## src/rtl/mips_multicycle_core_if.sv

```systemverilog
// Shared instruction/data memory port with valid/ready handshake.
// The core drives the request side; memory answers with ready and read data.
interface mips_multicycle_core_if #(
    parameter int ADDR_W = 32
) ();
    logic              mem_req;
    logic              mem_we;
    logic [ADDR_W-1:0] mem_addr;
    logic [31:0]       mem_wdata;
    logic [31:0]       mem_rdata;
    logic              mem_ready;

    modport master (
        output mem_req,
        output mem_we,
        output mem_addr,
        output mem_wdata,
        input  mem_rdata,
        input  mem_ready
    );

    modport slave (
        input  mem_req,
        input  mem_we,
        input  mem_addr,
        input  mem_wdata,
        output mem_rdata,
        output mem_ready
    );
endinterface

```

## src/rtl/mips_multicycle_core.sv

```systemverilog
// Multicycle MIPS-I subset core, FETCH/DECODE/EXEC/MEM/WB over one memory port.
// Define MIPS_MC_EXC_EN for illegal-instruction traps, EPC and eret.
module mips_multicycle_core #(
    parameter logic [31:0] RESET_PC   = 32'h0000_0000,
    parameter logic [31:0] EXC_VECTOR = 32'h0000_0080,
    parameter int          MEM_ADDR_W = 32
) (
    input  logic                           clk,
    input  logic                           reset,
    mips_multicycle_core_if.master         mem,
    output logic                           retire,
    output logic                           halted
);

    typedef enum logic [2:0] {
        S_FETCH, S_DECODE, S_EXEC, S_MEM, S_WB, S_HALT
    } state_t;

    typedef enum logic [4:0] {
        OP_NOP, OP_ADD, OP_SUB, OP_AND, OP_OR, OP_SLT, OP_SLL, OP_SRL,
        OP_JR, OP_ADDI, OP_ANDI, OP_ORI, OP_LW, OP_SW, OP_BEQ, OP_BNE,
        OP_J, OP_JAL, OP_ERET, OP_BREAK, OP_ILL
    } op_t;

    state_t state_q, state_d;
    op_t    op_q, op_d, dec_op;

    logic [31:0] pc_q, pc_d;
    logic [31:0] ir_q, ir_d;
    logic [31:0] a_q, a_d;
    logic [31:0] b_q, b_d;
    logic [31:0] imm_q, imm_d;
    logic [31:0] alu_q, alu_d;
    logic [31:0] mdr_q, mdr_d;
    logic        z_q, z_d;
`ifdef MIPS_MC_EXC_EN
    logic [31:0] epc_q, epc_d;
`endif

    logic                  mem_req_q, mem_req_d;
    logic                  mem_we_q, mem_we_d;
    logic [MEM_ADDR_W-1:0] mem_addr_q, mem_addr_d;
    logic [31:0]           mem_wdata_q, mem_wdata_d;

    logic [31:0] rf_q [32];
    logic        rf_we;
    logic [4:0]  rf_wa;
    logic [31:0] rf_wd;

    logic [31:0] alu_res;
    logic [31:0] rs_val, rt_val;
    logic        xfer;

    wire [5:0] opc = ir_q[31:26];
    wire [4:0] rs  = ir_q[25:21];
    wire [4:0] rt  = ir_q[20:16];
    wire [4:0] rd  = ir_q[15:11];
    wire [4:0] sh  = ir_q[10:6];
    wire [5:0] fn  = ir_q[5:0];

    assign xfer   = mem_req_q & mem.mem_ready;
    assign rs_val = (rs == 5'd0) ? 32'd0 : rf_q[rs];
    assign rt_val = (rt == 5'd0) ? 32'd0 : rf_q[rt];

    assign mem.mem_req   = mem_req_q;
    assign mem.mem_we    = mem_we_q;
    assign mem.mem_addr  = mem_addr_q;
    assign mem.mem_wdata = mem_wdata_q;

    always_comb begin
        dec_op = OP_ILL;
        case (opc)
            6'h00: begin
                case (fn)
                    6'h00:   dec_op = OP_SLL;
                    6'h02:   dec_op = OP_SRL;
                    6'h08:   dec_op = OP_JR;
                    6'h0D:   dec_op = OP_BREAK;
                    6'h20:   dec_op = OP_ADD;
                    6'h22:   dec_op = OP_SUB;
                    6'h24:   dec_op = OP_AND;
                    6'h25:   dec_op = OP_OR;
                    6'h2A:   dec_op = OP_SLT;
                    default: dec_op = OP_ILL;
                endcase
            end
            6'h02:   dec_op = OP_J;
            6'h03:   dec_op = OP_JAL;
            6'h04:   dec_op = OP_BEQ;
            6'h05:   dec_op = OP_BNE;
            6'h08:   dec_op = OP_ADDI;
            6'h0C:   dec_op = OP_ANDI;
            6'h0D:   dec_op = OP_ORI;
`ifdef MIPS_MC_EXC_EN
            6'h10:   dec_op = (fn == 6'h18) ? OP_ERET : OP_ILL;
`endif
            6'h23:   dec_op = OP_LW;
            6'h2B:   dec_op = OP_SW;
            default: dec_op = OP_ILL;
        endcase
    end

    always_comb begin
        alu_res = 32'd0;
        case (op_q)
            OP_ADD:                 alu_res = a_q + b_q;
            OP_SUB, OP_BEQ, OP_BNE: alu_res = a_q - b_q;
            OP_AND:                 alu_res = a_q & b_q;
            OP_OR:                  alu_res = a_q | b_q;
            OP_SLT:                 alu_res = {31'd0, $signed(a_q) < $signed(b_q)};
            OP_SLL:                 alu_res = b_q << sh;
            OP_SRL:                 alu_res = b_q >> sh;
            OP_ADDI, OP_LW, OP_SW:  alu_res = a_q + imm_q;
            OP_ANDI:                alu_res = a_q & imm_q;
            OP_ORI:                 alu_res = a_q | imm_q;
            OP_JAL:                 alu_res = pc_q;
            OP_JR:                  alu_res = a_q;
            default:                alu_res = 32'd0;
        endcase
    end

    always_ff @(posedge clk) begin
        if (reset) begin
            state_q     <= S_FETCH;
            op_q        <= OP_NOP;
            pc_q        <= RESET_PC;
            ir_q        <= 32'd0;
            a_q         <= 32'd0;
            b_q         <= 32'd0;
            imm_q       <= 32'd0;
            alu_q       <= 32'd0;
            mdr_q       <= 32'd0;
            z_q         <= 1'b0;
`ifdef MIPS_MC_EXC_EN
            epc_q       <= 32'd0;
`endif
            mem_req_q   <= 1'b0;
            mem_we_q    <= 1'b0;
            mem_addr_q  <= '0;
            mem_wdata_q <= 32'd0;
        end else begin
            state_q     <= state_d;
            op_q        <= op_d;
            pc_q        <= pc_d;
            ir_q        <= ir_d;
            a_q         <= a_d;
            b_q         <= b_d;
            imm_q       <= imm_d;
            alu_q       <= alu_d;
            mdr_q       <= mdr_d;
            z_q         <= z_d;
`ifdef MIPS_MC_EXC_EN
            epc_q       <= epc_d;
`endif
            mem_req_q   <= mem_req_d;
            mem_we_q    <= mem_we_d;
            mem_addr_q  <= mem_addr_d;
            mem_wdata_q <= mem_wdata_d;
        end
    end

    // Gated by reset so an abandoned instruction leaves no register side effect.
    always_ff @(posedge clk) begin
        if (!reset && rf_we && rf_wa != 5'd0) begin
            rf_q[rf_wa] <= rf_wd;
        end
    end

    always_comb begin
        state_d = state_q;
        op_d    = op_q;
        pc_d    = pc_q;
        ir_d    = ir_q;
        a_d     = a_q;
        b_d     = b_q;
        imm_d   = imm_q;
        alu_d   = alu_q;
        mdr_d   = mdr_q;
        z_d     = z_q;
`ifdef MIPS_MC_EXC_EN
        epc_d   = epc_q;
`endif
        rf_we   = 1'b0;
        rf_wa   = 5'd0;
        rf_wd   = 32'd0;
        case (state_q)
            S_FETCH: begin
                if (xfer) begin
                    ir_d    = mem.mem_rdata;
                    pc_d    = pc_q + 32'd4;
                    state_d = S_DECODE;
                end
            end
            S_DECODE: begin
                a_d   = rs_val;
                b_d   = rt_val;
                imm_d = (dec_op == OP_ANDI || dec_op == OP_ORI)
                      ? {16'd0, ir_q[15:0]}
                      : {{16{ir_q[15]}}, ir_q[15:0]};
                op_d  = (dec_op == OP_ILL) ? OP_NOP : dec_op;
                if (dec_op == OP_BREAK) begin
                    state_d = S_HALT;
`ifdef MIPS_MC_EXC_EN
                end else if (dec_op == OP_ILL) begin
                    epc_d   = pc_q - 32'd4;
                    pc_d    = EXC_VECTOR;
                    state_d = S_FETCH;
`endif
                end else begin
                    state_d = S_EXEC;
                end
            end
            S_EXEC: begin
                alu_d   = alu_res;
                z_d     = (alu_res == 32'd0);
                state_d = S_FETCH;
                case (op_q)
                    OP_BEQ: if (alu_res == 32'd0) pc_d = pc_q + {imm_q[29:0], 2'b00};
                    OP_BNE: if (alu_res != 32'd0) pc_d = pc_q + {imm_q[29:0], 2'b00};
                    OP_J:   pc_d = {pc_q[31:28], ir_q[25:0], 2'b00};
                    OP_JAL: begin
                        pc_d  = {pc_q[31:28], ir_q[25:0], 2'b00};
                        rf_we = 1'b1;
                        rf_wa = 5'd31;
                        rf_wd = pc_q;
                    end
                    OP_JR:  pc_d = a_q;
`ifdef MIPS_MC_EXC_EN
                    OP_ERET: pc_d = epc_q;
`endif
                    OP_LW, OP_SW: state_d = S_MEM;
                    OP_ADD, OP_SUB, OP_AND, OP_OR, OP_SLT, OP_SLL, OP_SRL,
                    OP_ADDI, OP_ANDI, OP_ORI: state_d = S_WB;
                    default: state_d = S_FETCH;
                endcase
            end
            S_MEM: begin
                if (xfer) begin
                    if (op_q == OP_SW) begin
                        state_d = S_FETCH;
                    end else begin
                        mdr_d   = mem.mem_rdata;
                        state_d = S_WB;
                    end
                end
            end
            S_WB: begin
                rf_we   = 1'b1;
                rf_wa   = (opc == 6'h00) ? rd : rt;
                rf_wd   = (op_q == OP_LW) ? mdr_q : alu_q;
                state_d = S_FETCH;
            end
            default: state_d = S_HALT;
        endcase
    end

    // Request fields are registered and launched on the transition into FETCH/MEM.
    always_comb begin
        retire      = (state_q == S_WB)
                    | ((state_q == S_EXEC || state_q == S_MEM) && state_d == S_FETCH);
        halted      = (state_q == S_HALT);
        mem_req_d   = mem_req_q;
        mem_we_d    = mem_we_q;
        mem_addr_d  = mem_addr_q;
        mem_wdata_d = mem_wdata_q;
        if (xfer) begin
            mem_req_d = 1'b0;
            mem_we_d  = 1'b0;
        end
        if (state_d == S_FETCH && (state_q != S_FETCH || !mem_req_q)) begin
            mem_req_d   = 1'b1;
            mem_we_d    = 1'b0;
            mem_addr_d  = {pc_d[MEM_ADDR_W-1:2], 2'b00};
            mem_wdata_d = 32'd0;
        end else if (state_d == S_MEM && state_q != S_MEM) begin
            mem_req_d   = 1'b1;
            mem_we_d    = (op_q == OP_SW);
            mem_addr_d  = {alu_res[MEM_ADDR_W-1:2], 2'b00};
            mem_wdata_d = b_q;
        end
    end

endmodule

```

## src/flat_wrapper.sv

```systemverilog
// flat-port wrapper written by rule: the top's interface ports become plain ports
module mips_multicycle_core_flat 
#(
    parameter logic [31:0] RESET_PC   = 32'h0000_0000,
    parameter logic [31:0] EXC_VECTOR = 32'h0000_0080,
    parameter int          MEM_ADDR_W = 32
)
  (clk, reset, retire, halted, mem_mem_req, mem_mem_we, mem_mem_addr, mem_mem_wdata, mem_mem_rdata, mem_mem_ready);
  mips_multicycle_core_if #(.ADDR_W(32)) mem_i ();
  input  logic clk;
  input  logic reset;
  output logic retire;
  output logic halted;
  output wire logic [$bits(mem_i.mem_req)-1:0] mem_mem_req;
  output wire logic [$bits(mem_i.mem_we)-1:0] mem_mem_we;
  output wire logic [$bits(mem_i.mem_addr)-1:0] mem_mem_addr;
  output wire logic [$bits(mem_i.mem_wdata)-1:0] mem_mem_wdata;
  input wire logic [$bits(mem_i.mem_rdata)-1:0] mem_mem_rdata;
  input wire logic [$bits(mem_i.mem_ready)-1:0] mem_mem_ready;
  assign mem_mem_req = mem_i.mem_req;
  assign mem_mem_we = mem_i.mem_we;
  assign mem_mem_addr = mem_i.mem_addr;
  assign mem_mem_wdata = mem_i.mem_wdata;
  assign mem_i.mem_rdata = mem_mem_rdata;
  assign mem_i.mem_ready = mem_mem_ready;
  mips_multicycle_core #(.RESET_PC(RESET_PC), .EXC_VECTOR(EXC_VECTOR), .MEM_ADDR_W(MEM_ADDR_W)) u_core (.clk(clk), .reset(reset), .mem(mem_i), .retire(retire), .halted(halted));
endmodule
```

## config.mk

```make
export PLATFORM = sky130hd
export DESIGN_NAME = mips_multicycle_core_flat
export DESIGN_NICKNAME = d
export VERILOG_FILES = /design/src/rtl/mips_multicycle_core_if.sv /design/src/rtl/mips_multicycle_core.sv /design/src/flat_wrapper.sv
export SDC_FILE = /design/constraint.sdc
export NUM_CORES = 2
export LEC_CHECK = 0
export CELL_PAD_IN_SITES_DETAIL_PLACEMENT = 1
export CELL_PAD_IN_SITES_GLOBAL_PLACEMENT = 1
export CORE_MARGIN = 2
export CORE_UTILIZATION = 30
export DETAILED_ROUTE_END_ITERATION = 16
export GPL_ROUTABILITY_DRIVEN = 0
export PLACE_DENSITY = 0.61
export SYNTH_ARGS = -nofsm -noshare
export SYNTH_HDL_FRONTEND = slang
export SYNTH_SLANG_ARGS = --single-unit
```

## constraint.sdc

```tcl
create_clock -name clk -period 7 [get_ports clk]
set_clock_uncertainty 0.05 [all_clocks]
set_input_delay 2.1 -clock clk [delete_from_list [all_inputs] [get_ports clk]]
set_output_delay 2.1 -clock clk [all_outputs]
set_load 0.1 [all_outputs]
```

==> metrics.md <==
| Metric | Value |
|---|---|
| PD cells | 250 nW/um2 |
| Drt wl/cell | 34.2 um |
| Final TNS setup | 0 ps |
| Switching Power | 6.17 mW |
| Synth Area in Compound Gates | 9.77% |
| Design area | 82,400 um2 |
| Top-area cell type share of the netlist area | 43.0% |
| Multi-input gate area | 33,500 um2 |
| Post-Syn Instances | 5,342 |
| Post-route ant nets | 0 |
| Fmax | 154 MHz |
| Initial core utilization | 30.1% |
| Worst setup EP type | flip-flop |
| Die ar. | 242,000 um2 |
| Post-synth top flop | edfxtp_1 |
| Final min period | 6490 ps |
| Mapped Area | 71,600 um2 |
| Outcome | complete, no violations |
| Worst Path Arrival | 7120 ps |
| Switching share of power | 29.9% |
| Fin crit share | 92.7% |
| Fin cells | 8,710 |
| Final nets | 5,556 |
| Fillers | 24,900 |
| Clk sinks | 1,315 |
| CP Data Required Time | 7630 ps |
| Number of buffers created by CTS | 147 |
| Simple-Gate Fraction of Synth Area | 8.59% |
| # DRC | 0 |
| Sequential power share | 42.3% |
| Post-Place Cell Area | 77,500 um2 |
| Input/output buffers | 100 |
| Fraction of layout cells with a size suffix above 1 | 24.1% |
| Peak supply drop | 0.000267 V |
| Asr flop ratio synth | 0% |
| Max-Cap Viols | 0 |
| Largest family of logic cells by synthesized area | multiplexers |
| Total grt overflow | 0 |
| Type of the worst setup path | reg -> reg |
| Post-CTS Setup Bufs | 0 |
| Die W | 492 um |
| RSZ-0062 raised after global routing | false |
| Sequential standard cell area | 36,600 um2 |
| Max Transition Viols Final | 0 |
| DRT iter0 DRCs | 6,450 |
| Proportion of synthesized area in mux cells | 25.0% |
| Logic gate share of total power | 18.7% |
| Cell Int Power | 14.5 mW |
| Xor-xnor portion of the synthesized cell area | 0.808% |
| Num rows | 179 |
| Clk network pwr share | 39.0% |
| Tightest Pin Transition | 1280 ps |
| Hold crit path type | reg -> reg |
| Vias in the first global route | 53,900 |
| Final setup fails | 0 |
| Area leader, netlist | edfxtp_1 |
| Hold_sp | u_core.mem.mem_wdata[25] |
| Post-synth EDFFs | 1,024 |
| DR pass1 iterations | 7 |
| Total GRT Usage | 24.0% |
| Most frequent cell after synthesis | edfxtp_1 |
| Yosys reg bits | 1,315 |
| Root Driver | clkbuf_16 |
| Hold Violations, Final | 0 |
| Area Overhead vs Synth | 15.2% |
| Syn. warnings | 0 |
| Total routed wirelength | 298,000 um |
| Placed Cells | 8,436 |
| Synth cell types | 102 |
| Htree depth | 4 |
| Clk_lat worst skew | 840 ps |
| First-pass GRT wire length | 419,000 um |
| Mean post-synth cell area | 13.4 um2 |
| Hold_buf cts | 0 |
| Clk buf depth | 3 |
| Ports | 103 |
| Post-DP HPWL | 198,000 um |
| Synth area leaders | edfxtp_1 43%, mux4_2 22%, dfxtp_1 8.1% |
| Fin util | 34.7% |
| CTS tree | built |
| Initial antenna violation count | 16 |
| Reg2Reg Launch Point | u_core.op_q[4] |
| Via density | 6.09 |
| Die Span Y | 492 um |
| Largest net degree at the start of global routing | 98 |
| Via Count | 53,000 |
| PostCTS Resize Cnt | 0 |
| CORE AREA | 238,000 um2 |
| Clk slew on worst S/H paths | 60 ps |
| Crit Path Max Fanout | 12 |
| Post-synthesis sequential area ratio | 51.1% |
| Origin of the worst setup path | u_core.op_q[4] |
| Max-slew headroom | 12.5% |
| Post-Synth Adder-Cell Area | 1.83% |
| Synth top cells by count | 1,024 x edfxtp_1, 697 x mux4_2, 479 x nand2_1, 415 x nor2_1, 397 x a21oi_1 |
| Total leakage power | 27.2 nW |
| Worst Setup Start Kind | flip-flop |
power groups by stage:
stage,Clock (mW),Sequential (mW),Combinational [mW]
2_1_floorplan,0,8.79,2.50
3_3_place_gp,0,8.89,3.77
3_5_place_dp,0,8.89,3.79
4_1_cts,8.16,8.72,3.80
5_1_grt,8.44,8.74,4.02
6_report,8.05,8.73,3.86
flip-flops by register name (all words and copies together), names as in the netlist, named ones only:
signal                cells
u_core.rf_q            1024
u_core.a_q               32
u_core.alu_q             32
u_core.b_q               32
u_core.ir_q              32
u_core.mdr_q             32
u_core.mem.mem_wdata     32
u_core.pc_q              32
u_core.mem.mem_addr      30
u_core.imm_q             17
u_core.op_q               5
u_core.state_q            3
u_core.mem.mem_req        1
u_core.mem.mem_we         1
critical path, stage by stage, from the launching register on:
cell	delay (ps)
dfxtp_1	310
nor2_1	100
buf_4	190
o211ai_1	110
buf_4	220
nor2_1	530
buf_4	300
a21o_1	110
ha_1	340
nand2_1	190
o21bai_1	170
a222oi_1	380
o2111ai_1	160
a221oi_1	270
nand3_1	120
nor3_1	290
buf_4	190
nor3b_1	400
nand4_4	240
o31a_1	430
nor2_4	330
nand2_1	300
o31ai_1	440
o32ai_1	140
cell type report:
type,count,area share [%]
sequential,1315,44.4
multi-input combinational,3540,40.6
antenna,2,0.00607
inverter,74,0.337
clock inverter,71,1.12
tap,3167,4.81
timing repair buffer,340,3.78
clock buffer,201,4.89
kinds of logic after synthesis:
| logic type | after synthesis |
|---|---|
| multiplexers | 906 |
| flip-flops | 1315 |
| XOR/XNOR | 66 |
| other | 1 |
| AO/OA/AOI/OAI | 1092 |
| adder cells (fa/ha/maj) | 103 |
| buffers and inverters | 520 |
| AND/OR/NAND/NOR | 1339 |
layer usage:
metal / part of all wire (%) / wire [um] / track usage (%) / vias to the layer above
met3: 8.9 / 26500 / 5.44 / 787
met2: 46 / 137000 / 37.6 / 2898
met4: 6.3 / 18900 / 12.9 / 16
li1: - / - / - / 21500
met1: 39 / 116000 / 31.0 / 27900
met5: 0.034 / 101 / 0 / -
layout by cell type, fill, tap and decap left out, types with 36 or more instances in the layout:
cell and instances:
inv_1 73, clkdlybuf4s50_1 98, buf_4 216, nand3_1 92, nand4_1 50, mux4_2 697
nand2_1 476, a31oi_1 36, ha_1 100, o21ai_0 136, o211ai_1 42, clkbuf_1 40
mux2_2 49, a211oi_1 74, clkbuf_16 148, nor3_1 76, o22ai_1 39, mux2i_1 159
a21oi_1 396, edfxtp_1 1024, dfxtp_1 277, nor2_1 381, a21o_1 50
path summary, 6_finish.rpt:
check	slack, ps	end	cells after the start
worst max-delay path	510	u_core.mem.mem_addr[19]	23
worst max register to register	510	u_core.mem.mem_addr[19]	23
worst min-delay path	400	u_core.mem.mem_wdata[25]	2
worst min register to register	400	u_core.mem.mem_wdata[25]	2
metrics by stage:
step	hold WS, ps	power [mW]	setup WS (ps)
after CTS	408	20.7	711
after global placement	394	12.7	823
after detailed placement	400	12.7	737
final	402	20.6	514
after global routing	431	21.2	262
after floorplan	386	11.3	454
Note: power is estimated with default switching activity, not from simulation.
